===== src/rtl/rsp_reorder_buffer.sv =====
// rtl/rsp_reorder_buffer.sv - restores issue order for out-of-order execution-unit responses
//
// Responses are accepted in any order and handed downstream strictly in the
// order their IDs were issued.
//
// Ports:
//   clk             single clock, all state updates on the rising edge
//   rst_b           synchronous, active-high reset
//   issue_valid     dispatcher presents an ID being sent to the execution unit
//   issue_id        ID of the issued request
//   issue_ready     buffer accepts issue_id this cycle
//   in_rsp          execution-unit response, packed as {rsp, rsp_id, rsp_data}
//   out_valid       oldest issued ID has its response stored
//   out_ready       downstream accepts the presented response
//   out_id          ID of the presented response (0 when out_valid is low)
//   out_data        data of the presented response (0 when out_valid is low)
//   outstanding_cnt issued-but-not-popped count, 0..NUM_TAGS
//   err_unexpected  one-cycle pulse, a response was dropped the cycle before
module rsp_reorder_buffer #(
  parameter int NUM_TAGS = 8,
  parameter int DATA_W   = 64
) (
  input  logic                              clk,
  input  logic                              rst_b,
  input  logic                              issue_valid,
  input  logic [$clog2(NUM_TAGS)-1:0]       issue_id,
  output logic                              issue_ready,
  input  logic [DATA_W+$clog2(NUM_TAGS):0]  in_rsp,
  output logic                              out_valid,
  input  logic                              out_ready,
  output logic [$clog2(NUM_TAGS)-1:0]       out_id,
  output logic [DATA_W-1:0]                 out_data,
  output logic [$clog2(NUM_TAGS):0]         outstanding_cnt,
  output logic                              err_unexpected
);

  localparam int IDW = $clog2(NUM_TAGS);
  localparam logic [IDW:0] PTR_ONE = (IDW+1)'(1);

  // Pointers carry one extra MSB as the wrap bit.
  logic [IDW:0]        r_head;
  logic [IDW:0]        r_tail;
  logic [IDW-1:0]      r_fifo [NUM_TAGS];
  logic [NUM_TAGS-1:0] r_pending;
  logic [NUM_TAGS-1:0] r_done;
  logic [DATA_W-1:0]   r_data [NUM_TAGS];
  logic                r_err;

  logic                w_rsp_v;
  logic [IDW-1:0]      w_rsp_id;
  logic [DATA_W-1:0]   w_rsp_data;
  logic                w_empty;
  logic                w_full;
  logic [IDW-1:0]      w_head_id;
  logic                w_out_valid;
  logic                w_issue_ready;
  logic                w_push;
  logic                w_pop;
  logic                w_rsp_ok;
  logic                w_rsp_bad;

  assign w_rsp_v    = in_rsp[DATA_W+IDW];
  assign w_rsp_id   = in_rsp[DATA_W +: IDW];
  assign w_rsp_data = in_rsp[DATA_W-1:0];

  assign w_empty   = (r_head == r_tail);
  assign w_full    = (r_head[IDW-1:0] == r_tail[IDW-1:0]) && (r_head[IDW] != r_tail[IDW]);
  assign w_head_id = r_fifo[r_head[IDW-1:0]];

  // Registered state only: an ID popping this cycle still reads as pending,
  // so it cannot be re-issued until the following cycle.
  assign w_issue_ready = !w_full && !r_pending[issue_id];
  assign w_out_valid   = !w_empty && r_done[w_head_id];

  assign w_push = issue_valid && w_issue_ready;
  assign w_pop  = w_out_valid && out_ready;

  // A response for the popping head ID sees done already set and is dropped.
  assign w_rsp_ok  = w_rsp_v && r_pending[w_rsp_id] && !r_done[w_rsp_id];
  assign w_rsp_bad = w_rsp_v && !w_rsp_ok;

  assign issue_ready     = w_issue_ready;
  assign out_valid       = w_out_valid;
  assign out_id          = w_out_valid ? w_head_id : '0;
  assign out_data        = w_out_valid ? r_data[w_head_id] : '0;
  assign outstanding_cnt = r_tail - r_head;
  assign err_unexpected  = r_err;

  always_ff @(posedge clk) begin
    if (rst_b) begin
      r_head    <= '0;
      r_tail    <= '0;
      r_pending <= '0;
      r_done    <= '0;
      r_err     <= 1'b0;
    end else begin
      r_err <= w_rsp_bad;
      if (w_pop) begin
        r_head               <= r_head + PTR_ONE;
        r_pending[w_head_id] <= 1'b0;
        r_done[w_head_id]    <= 1'b0;
      end
      // Bits touched below never alias the popping head ID (see ready/ok terms).
      if (w_rsp_ok) begin
        r_done[w_rsp_id] <= 1'b1;
      end
      if (w_push) begin
        r_tail              <= r_tail + PTR_ONE;
        r_pending[issue_id] <= 1'b1;
      end
    end
  end

  // Payload storage: contents are only meaningful under pending/done, so no reset.
  always_ff @(posedge clk) begin
    if (!rst_b && w_push) begin
      r_fifo[r_tail[IDW-1:0]] <= issue_id;
    end
    if (!rst_b && w_rsp_ok) begin
      r_data[w_rsp_id] <= w_rsp_data;
    end
  end

endmodule


===== config.mk =====
export PLATFORM = sky130hd
export DESIGN_NAME = rsp_reorder_buffer
export DESIGN_NICKNAME = d
export VERILOG_FILES = /design/src/rtl/rsp_reorder_buffer.sv
export SDC_FILE = /design/constraint.sdc
export NUM_CORES = 1
export LEC_CHECK = 0
export CAP_MARGIN = 40
export CORE_MARGIN = 8
export CORE_UTILIZATION = 40
export CTS_BUF_LIST = sky130_fd_sc_hd__clkbuf_8 sky130_fd_sc_hd__clkbuf_16
export CTS_CLUSTER_SIZE = 28
export DETAILED_ROUTE_END_ITERATION = 10
export SETUP_SLACK_MARGIN = 0.5
export SYNTH_ARGS = -nofsm -noshare
export SYNTH_HDL_FRONTEND = slang
export SYNTH_SLANG_ARGS = --single-unit
export TNS_END_PERCENT = 50

===== constraint.sdc =====
create_clock -name clk -period 6.1 [get_ports clk]
set_clock_uncertainty 0.15 [all_clocks]
set_input_delay 1.22 -clock clk [delete_from_list [all_inputs] [get_ports clk]]
set_output_delay 1.22 -clock clk [all_outputs]
set_load 0.01 [all_outputs]

* Word level (Yosys, flattened, before mapping)
Memories as Yosys holds them, arrays and structs flattened. A register that Yosys moved wholly into a read port is not among the register bits.
Index checks and enable logic that the tools add are counted.
W data, S select, Z words.
** Word-level totals
- Register bits :: 25
- Memory bits (writable) :: 536
- Input port bits :: 75
- Output and inout bits :: 74
- Word-level logic and storage cells :: 71
- Memories :: 2
** Cells by class
- $add $sub $neg :: 3
- $lt $le $gt $ge :: 6
- Equal/unequal tests :: 3
- Mux-type cells :: 28
- Bitwise logic cells :: 5
- Reduce and logical (&&, ||, !) cells :: 19
** Memory list
- r_data :: words 8, width 64, read ports 1, clocked after memory_dff 0, wr ports 1, line 46 : logic [DATA_W-1:0] r_data [NUM_TAGS];
- r_fifo :: words 8, width 3, read ports 1, clocked after memory_dff 1, wr ports 1, line 43 : logic [IDW-1:0] r_fifo [NUM_TAGS];
** Operators with widths (count)
- $mux W64 :: 1
- $mux W8 :: 6
- $and A8 B8 Y8 :: 2
- $or A8 B8 Y8 :: 2
- $logic_and A1 B1 Y1 :: 13
- $bmux W1 S3 :: 4
- $lt A3 B4 Y1 const B :: 3
- $mux W1 :: 11
- $demux W1 S3 :: 3
- $ge A3 B1 Y1 const B :: 3
- $mux W3 :: 3
- $add A4 B1 Y4 const B :: 2
- $not A8 Y8 :: 1
- $logic_not A1 Y1 :: 6
- $eq A4 B4 Y1 :: 1
- $sub A4 B4 Y4 :: 1
- $eq A3 B3 Y1 :: 1
- $ne A1 B1 Y1 :: 1

* Longest topological paths before layout
Gate-level depths: netlist (run 1).
- Word-level depth :: 10
- Mapped depth :: 11
- Depth with buffers taken out :: 9

* Worst setup path before layout (run 1)
No wires, ideal clock.
- Path type :: input to register
- Start point :: input port in_rsp[66]
- End point :: memory r_data[3][0] (enable)
- Setup time :: 429 ps
- Arrival time :: 4116 ps
- Data required time :: 5521 ps
- Setup slack :: 1405 ps
- Stages :: 8
- Path buffers :: 2
- Cell sequence :: clkbuf_1 > nor3b_1 > a311oi_1 > a311o_1 > a22oi_1 > and3b_1 > clkbuf_1 > and3_1
** On the way
- Longest elaborated chain between the ends :: 7
- Elaborated cells between the ends (all ways) :: 10
- Those cells by class :: mux: 6; reduce/logical: 4
** Ends and longest elaborated chain
- start, declared :: line 28 : input logic [DATA_W+$clog2(NUM_TAGS):0] in_rsp,
- $bmux W1 S3 :: line 79 : assign w_rsp_ok = w_rsp_v && r_pending[w_rsp_id] && !r_done[w_rsp_id];
- $mux W1 (implied by the code) :: line 79
- $logic_and A1 B1 Y1 or $logic_not A1 Y1 (tied branches) :: line 79
- $logic_and A1 B1 Y1 :: line 79
- $logic_and A1 B1 Y1 :: line 119 : if (!rst_b && w_rsp_ok) begin
- $mux W1 :: line 119
- $mux W1 (implied by the code) :: line 120 : r_data[w_rsp_id] <= w_rsp_data;
- end, declared :: line 46
Several ways; a longest one is shown, not always the timed one. The select of a mux whose other input is x is not followed.

==> run summary, run 1 <==
worst r2r src: r_pending[0]$_SDFF_PP0_
total gr overflow: 0
total CTS buffers: 57
R2R Path End: r_data[6][35]$_DFFE_PP_
synth cell count leaders: edfxtp_1, o22ai_1, nor2_1
# setup viols final: 0
slack of the worst reg-to-reg path: 2910 ps
core area: 53,400 µm²
post-route minimum period: 5460 ps
Async S/R FF share, synth: 0%
Synth Area per Inst: 17.0 µm²
PortBufs: 148
Synth top area share: 75.1%
DR WL/cell: 25.2 µm
Cell variety after synth: 60
Starting Density: 40.1%
CTS clk-pin slew, worst paths: 60 ps
drt pass-1 iters: 5
YS warnings: 0
vias in the first global route: 12,600
number of synthesized flops with an enable pin: 536
routed vias/inst: 5.62
Final Hold Vio Count: 0
Crit path required time: 4730 ps
worst min-delay path startpoint: r_done[5]$_SDFF_PP0_
Clock Path Buffers: 3
Rows: 85
drt total wl: 55.3 mm
aggregate global-route resource usage: 17.7%
crit-path max FO: 27
Worst Path Arrival: 4090 ps
Worst-Skew Late Latency: 620 ps
routability cong.: 0.824
Synth Instances: 1,262
Detailed Place HPWL: 31.3 mm
crit start category: register
peak supply drop: 0.261 mV
clock sink count: 564
Post-Syn Nets: 1,343
endpoint class of the critical path: output pin
status: completed
largest net degree at the start of global routing: 47
Yosys top cell by area: edfxtp_1
die height: 247 µm
Setup TNS: 0 ps
final core utilization: 48.9%
Most used DFF post-synth: edfxtp_1
register area share after synthesis: 77.7%
Slew HR: 37.0%
CTS root buf: clkbuf_16
Die Wd: 247 µm
Final period util: 89.6%
initial antenna violation count: 6
Post-DRT Antenna Nets: 0
layout cell share with drive strength beyond 1: 14.5%
global-route wire length before repair: 81.4 mm
placed insts: 2,076
most common cell in the netlist: edfxtp_1
hold_buf cts: 0
Area contributors post-synth: edfxtp_1, o22ai_1, dfxtp_1
Hold Path Depth: 1
Final Max Tran Viols: 0
via count: 12,300
die area: 61,200 µm²
post-synthesis register bit count: 564
R2R depth: 7
Synth-to-Final Area Change: 21.7%
class of the most critical setup path: register to output pin
worst slew pin tran: 942 ps
CTS H-tree lvls: 2
Final nets: 1,531
Hold Crit Class: register to register
num ports: 149
drc violations: 0
Pwr Density: 342 nW/µm²
CTS tree: built
Highest Clock Rate: 183 MHz
max_cap viols: 0
Lkg Pwr: 8.45 nW
cell area after synthesis: 21,400 µm²
RSZ-0062 raised after global routing: true
Initial DRC Count: 1,139
Final Non-Filler Cells: 2,197
Hold Crit Endpoint: r_done[5]$_SDFF_PP0_
-- flip-flops by register name (all words and copies together) (netlist names), named ones only --
register,flops
r_fifo,24
r_head,4
err_unexpected,1
r_done,8
r_data,512
r_tail,4
r_pending,8
-- final cells by class --
cell class,count,area (µm²)
Antenna cell,3,7.51
Clock buffer,58,1450
Clock inverter,49,594
Fill cell,4477,27300
Inverter,12,45.0
Multi-Input combinational cell,612,4390
Sequential cell,564,16700
Tap cell,696,871
Timing Repair Buffer,203,2070
-- kinds of logic after synthesis --
kind of cell               share of synthesized area, %
AOI/OAI and AO/OA                                  9.45
xor gates and xnor gates                          0.204
adders and majority gates                         0.385
buffers and inverters                              2.36
DFF                                                77.7
muxes                                              3.62
and+or+nand+nor                                    6.27
-- power breakdown --
part | internal (W) | leakage, nW | switching [W]
Sequential | 0.00426 | 5.05 | 0.0000135
Combinational | 0.000371 | 2.37 | 0.000508
Clock | 0.00228 | 1.02 | 0.00149
-- per-layer routing --
layer  vias up  track usage [%]  routed length, µm
li1       5572                -                  -
met1      6256             24.3              24300
met2       430             28.6              26300
met3        84             3.30               3650
met4         6             5.07               1100
met5         -                0                 40
-- worst max-delay path by stage --
| stage | from | endpoint | slack, ps | cells past startpoint |
|---|---|---|---|---|
| after floorplan | in_rsp[66] | r_data[3][0]$_DFFE_PP_ | 1400 | 8 |
| after global placement | register | out_data[0] | 850 | 8 |
| after detailed placement | register | out_data[21] | 840 | 8 |
| after CTS | register | out_data[30] | 530 | 9 |
| after global routing | register | out_data[36] | 490 | 9 |
| final | register | out_data[32] | 640 | 9 |
-- critical path: stages (launching register included) --
cell and delay (ps):
dfxtp_2 430, mux4_2 570, mux2_4 450, buf_4 220, nand3_2 100, buf_8 250
o22ai_1 120, or4_1 480, nor2_1 240, clkdlybuf4s50_1 600
-- what timing repair did --
action                                  in CTS  in global routing
buffers inserted                             7                  2
resized for setup                            8                 10
gates cloned                                 2                  0
pin swaps                                    4                  1
endpoints found under the setup margin      58                 21
-- placed cells by master (no fill, tap or decap), types with 4 or more instances in the layout --
| cell type | n |
|---|---|
| nand3_4 | 7 |
| o21a_1 | 9 |
| ha_1 | 5 |
| a32o_1 | 6 |
| edfxtp_1 | 536 |
| nand2_1 | 48 |
| dfxtp_1 | 27 |
| nor4b_2 | 5 |
| nor2_1 | 70 |
| mux2_2 | 30 |
| and2_4 | 6 |
| and3_1 | 4 |
| a22o_1 | 17 |
| nand3_1 | 11 |
| or4_1 | 36 |
| clkbuf_16 | 58 |
| clkinv_2 | 9 |
| nand2b_1 | 4 |
| buf_4 | 40 |
| inv_1 | 18 |
| nor3_1 | 26 |
| mux4_2 | 8 |
| clkinv_1 | 17 |
| nor2b_1 | 6 |
| a31oi_1 | 17 |
| o221ai_1 | 23 |
| bufinv_16 | 13 |
| buf_12 | 12 |
| nand3_2 | 4 |
| mux2i_1 | 4 |
| o22ai_1 | 200 |
| clkdlybuf4s50_1 | 147 |
| mux2_1 | 10 |
-- metrics by stage --
stage | worst slack, ps | total power (W) | hold WS (ps) | cell area [µm²]
floorplan | 1400 | 0.00481 | 292 | 21400
global placement | 853 | 0.00520 | 307 | 23800
detailed placement | 835 | 0.00521 | 311 | 23900
CTS | 531 | 0.00898 | 326 | 26000
global route | 491 | 0.00919 | 349 | 26100
finish | 636 | 0.00892 | 329 | 26100
(Power assumes the default switching activity.)
==> run 2: changes to the inputs <==
- ABC_CLOCK_PERIOD_IN_PS: default -> 6100
- SLEW_MARGIN: default -> 20
==> run summary, run 2 (synthesis results as in run 1) <==
hold_buf cts: 0 (unchanged)
Highest Clock Rate: 182 MHz (was 183 MHz)
CP max stage delay: 660 ps (was 600 ps)
CTS H-tree lvls: 2 (unchanged)
Final Non-Filler Cells: 2,197 (unchanged)
pre-CTS setup slack: 839 ps (was 835 ps)
# setup viols final: 0 (unchanged)
CTS root buf: clkbuf_16 (unchanged)
switching share of power: 23.0% (was 22.5%)
worst slew pin tran: 696 ps (was 942 ps)
Final Max Tran Viols: 0 (unchanged)
commonest non-fill, non-tap cell in the layout: edfxtp_1 (unchanged)
final worst setup slack: 598 ps (was 636 ps)
aggregate global-route resource usage: 17.7% (about the same)
Starting Density: 40.1% (unchanged)
CTS clk-pin slew, worst paths: 60 ps (about the same)
drc violations: 0 (unchanged)
Design Area, Final: 25,900 µm² (was 26,100 µm²)
Pwr Density: 331 nW/µm² (was 342 nW/µm²)
global-route wire length before repair: 81.4 mm (about the same)
max_cap viols: 0 (unchanged)
clock sink count: 564 (unchanged)
PortBufs: 148 (unchanged)
Rows: 85 (unchanged)
R2R depth: 7 (unchanged)
Setup TNS: 0 ps (unchanged)
Worst-Skew Late Latency: 610 ps (was 620 ps)
CP max stage cell: clkdlybuf4s50_1 (unchanged)
hold_ws: 331 ps (was 329 ps)
Final period util: 90.2% (was 89.6%)
die area: 61,200 µm² (unchanged)
crit-path max FO: 25 (was 27)
Final Hold Vio Count: 0 (unchanged)
clock network fraction of total power: 39.9% (was 42.2%)
Initial DRC Count: 1,119 (was 1,139)
Crit path required time: 4730 ps (about the same)
Slew HR: 52.6% (was 37.0%)
P_int: 0.00661 W (was 0.00691 W)
post-route minimum period: 5500 ps (was 5460 ps)
Detailed Place HPWL: 31.3 mm (about the same)
die height: 247 µm (unchanged)
placed insts: 2,076 (unchanged)
sequential share of power: 49.8% (was 47.9%)
routed vias/inst: 5.65 (was 5.62)
Final nets: 1,538 (was 1,531)
Post-DRT Antenna Nets: 0 (unchanged)
vias in the first global route: 12,600 (about the same)
status: completed (unchanged)
DR WL/cell: 25.3 µm (was 25.2 µm)
layout cell share with drive strength beyond 1: 14.2% (was 14.5%)
total CTS buffers: 58 (was 57)
routability cong.: 0.824 (unchanged)
Worst Path Arrival: 4130 ps (was 4090 ps)
Reg with most FFs: r_data (unchanged)
largest net degree at the start of global routing: 47 (unchanged)
RSZ-0062 raised after global routing: true (unchanged)
via count: 12,400 (was 12,300)
crit start category: register (unchanged)
Area after DPL: 23,900 µm² (unchanged)
Hold Path Depth: 1 (unchanged)
Clock Path Buffers: 3 (unchanged)
class of the most critical setup path: register to output pin (unchanged)
core area: 53,400 µm² (unchanged)
CP Cell Sequence: mux4_2 -> mux2_8 -> buf_4 -> nand2_1 -> o22a_1 -> nand3_4 -> nor3_1 -> clkdlybuf4s50_1 (was mux4_2 -> mux2_4 -> buf_4 -> nand3_2 -> buf_8 -> o22ai_1 -> or4_1 -> nor2_1 -> clkdlybuf4s50_1)
most frequent cells in the layout: edfxtp_1, o22ai_1, clkdlybuf4s50_1 (unchanged)
grt met3 use: 4.26% (was 3.30%)
Psw: 0.00198 W (was 0.00201 W)
Synth-to-Final Area Change: 21.0% (was 21.7%)
met2 usage: 28.3% (was 28.6%)
Lkg Pwr: 8.37 nW (was 8.45 nW)
layer with the highest usage: met2 (unchanged)
total gr overflow: 0 (unchanged)
met1 usage: 24.2% (was 24.3%)
Hold Crit Class: register to register (unchanged)
slack of the worst reg-to-reg path: 2760 ps (was 2910 ps)
Largest register FFs: 512 (unchanged)
drt total wl: 55.6 mm (was 55.3 mm)
peak supply drop: 0.222 mV (was 0.261 mV)
initial antenna violation count: 8 (was 6)
num ports: 149 (unchanged)
CTS tree: built (unchanged)
drt pass-1 iters: 6 (was 5)
Die Wd: 247 µm (unchanged)
Logic pwr share: 10.3% (was 9.9%)
endpoint class of the critical path: output pin (unchanged)
[run 2: final cells by class]
type / count / area, µm²
clock inverters: 42 / 384
multi-input cells: 612 / 4400
fillers: 4512 / 27400
repair buffers: 209 / 2130
clock buffers: 58 / 1450
flip-flops and latches: 564 / 16700
diodes: 4 / 10.0
inverters: 12 / 45.0
well taps: 696 / 871
[run 2: power by group through the flow]
stage          combinational, W  sequential, W  clock [W]
2_1_floorplan          0.000455        0.00435          0
3_3_place_gp           0.000846        0.00436          0
3_5_place_dp           0.000853        0.00436          0
4_1_cts                0.000880        0.00428    0.00349
5_1_grt                0.000951        0.00428    0.00364
6_report               0.000888        0.00428    0.00343
[run 2: worst paths after layout]
path / from / endpoint
worst max-delay path: register / out_data[12]
worst min-delay path: r_done[4]$_SDFF_PP0_ / r_done[4]$_SDFF_PP0_
worst max register to register: register / register
worst min register to register: r_done[4]$_SDFF_PP0_ / r_done[4]$_SDFF_PP0_
[run 2: worst max-delay path: cells and delay by family, from the launching register on]
kind	cells	cell delay, ps
multiplexers	2	1030
buffers and inverters	2	930
AND/OR/NAND/NOR	3	900
flip-flops	1	430
AO/OA/AOI/OAI	1	220
[run 2: stage by stage]
| stage | utilization [%] | power [W] |
|---|---|---|
| 6_report | 48.6 | 0.00859 |
| 5_1_grt | 48.6 | 0.00886 |
| 3_3_place_gp | 44.7 | 0.00520 |
| 3_5_place_dp | 44.7 | 0.00521 |
| 2_1_floorplan | - | 0.00481 |
| 4_1_cts | 48.3 | 0.00864 |
[run 2: layer usage]
| layer | vias up | wire length, µm |
|---|---|---|
| li1 | 5574 | - |
| met5 | - | 53 |
| met1 | 6311 | 24100 |
| met2 | 442 | 26400 |
| met3 | 79 | 4100 |
| met4 | 8 | 923 |
[run 2: what timing repair did]
item	CTS	global route
pin swaps	4	0
hold endpoints to repair	0	0
cloned	2	1
resized for setup	8	6
setup endpoints to repair	57	22
setup buffers	7	6
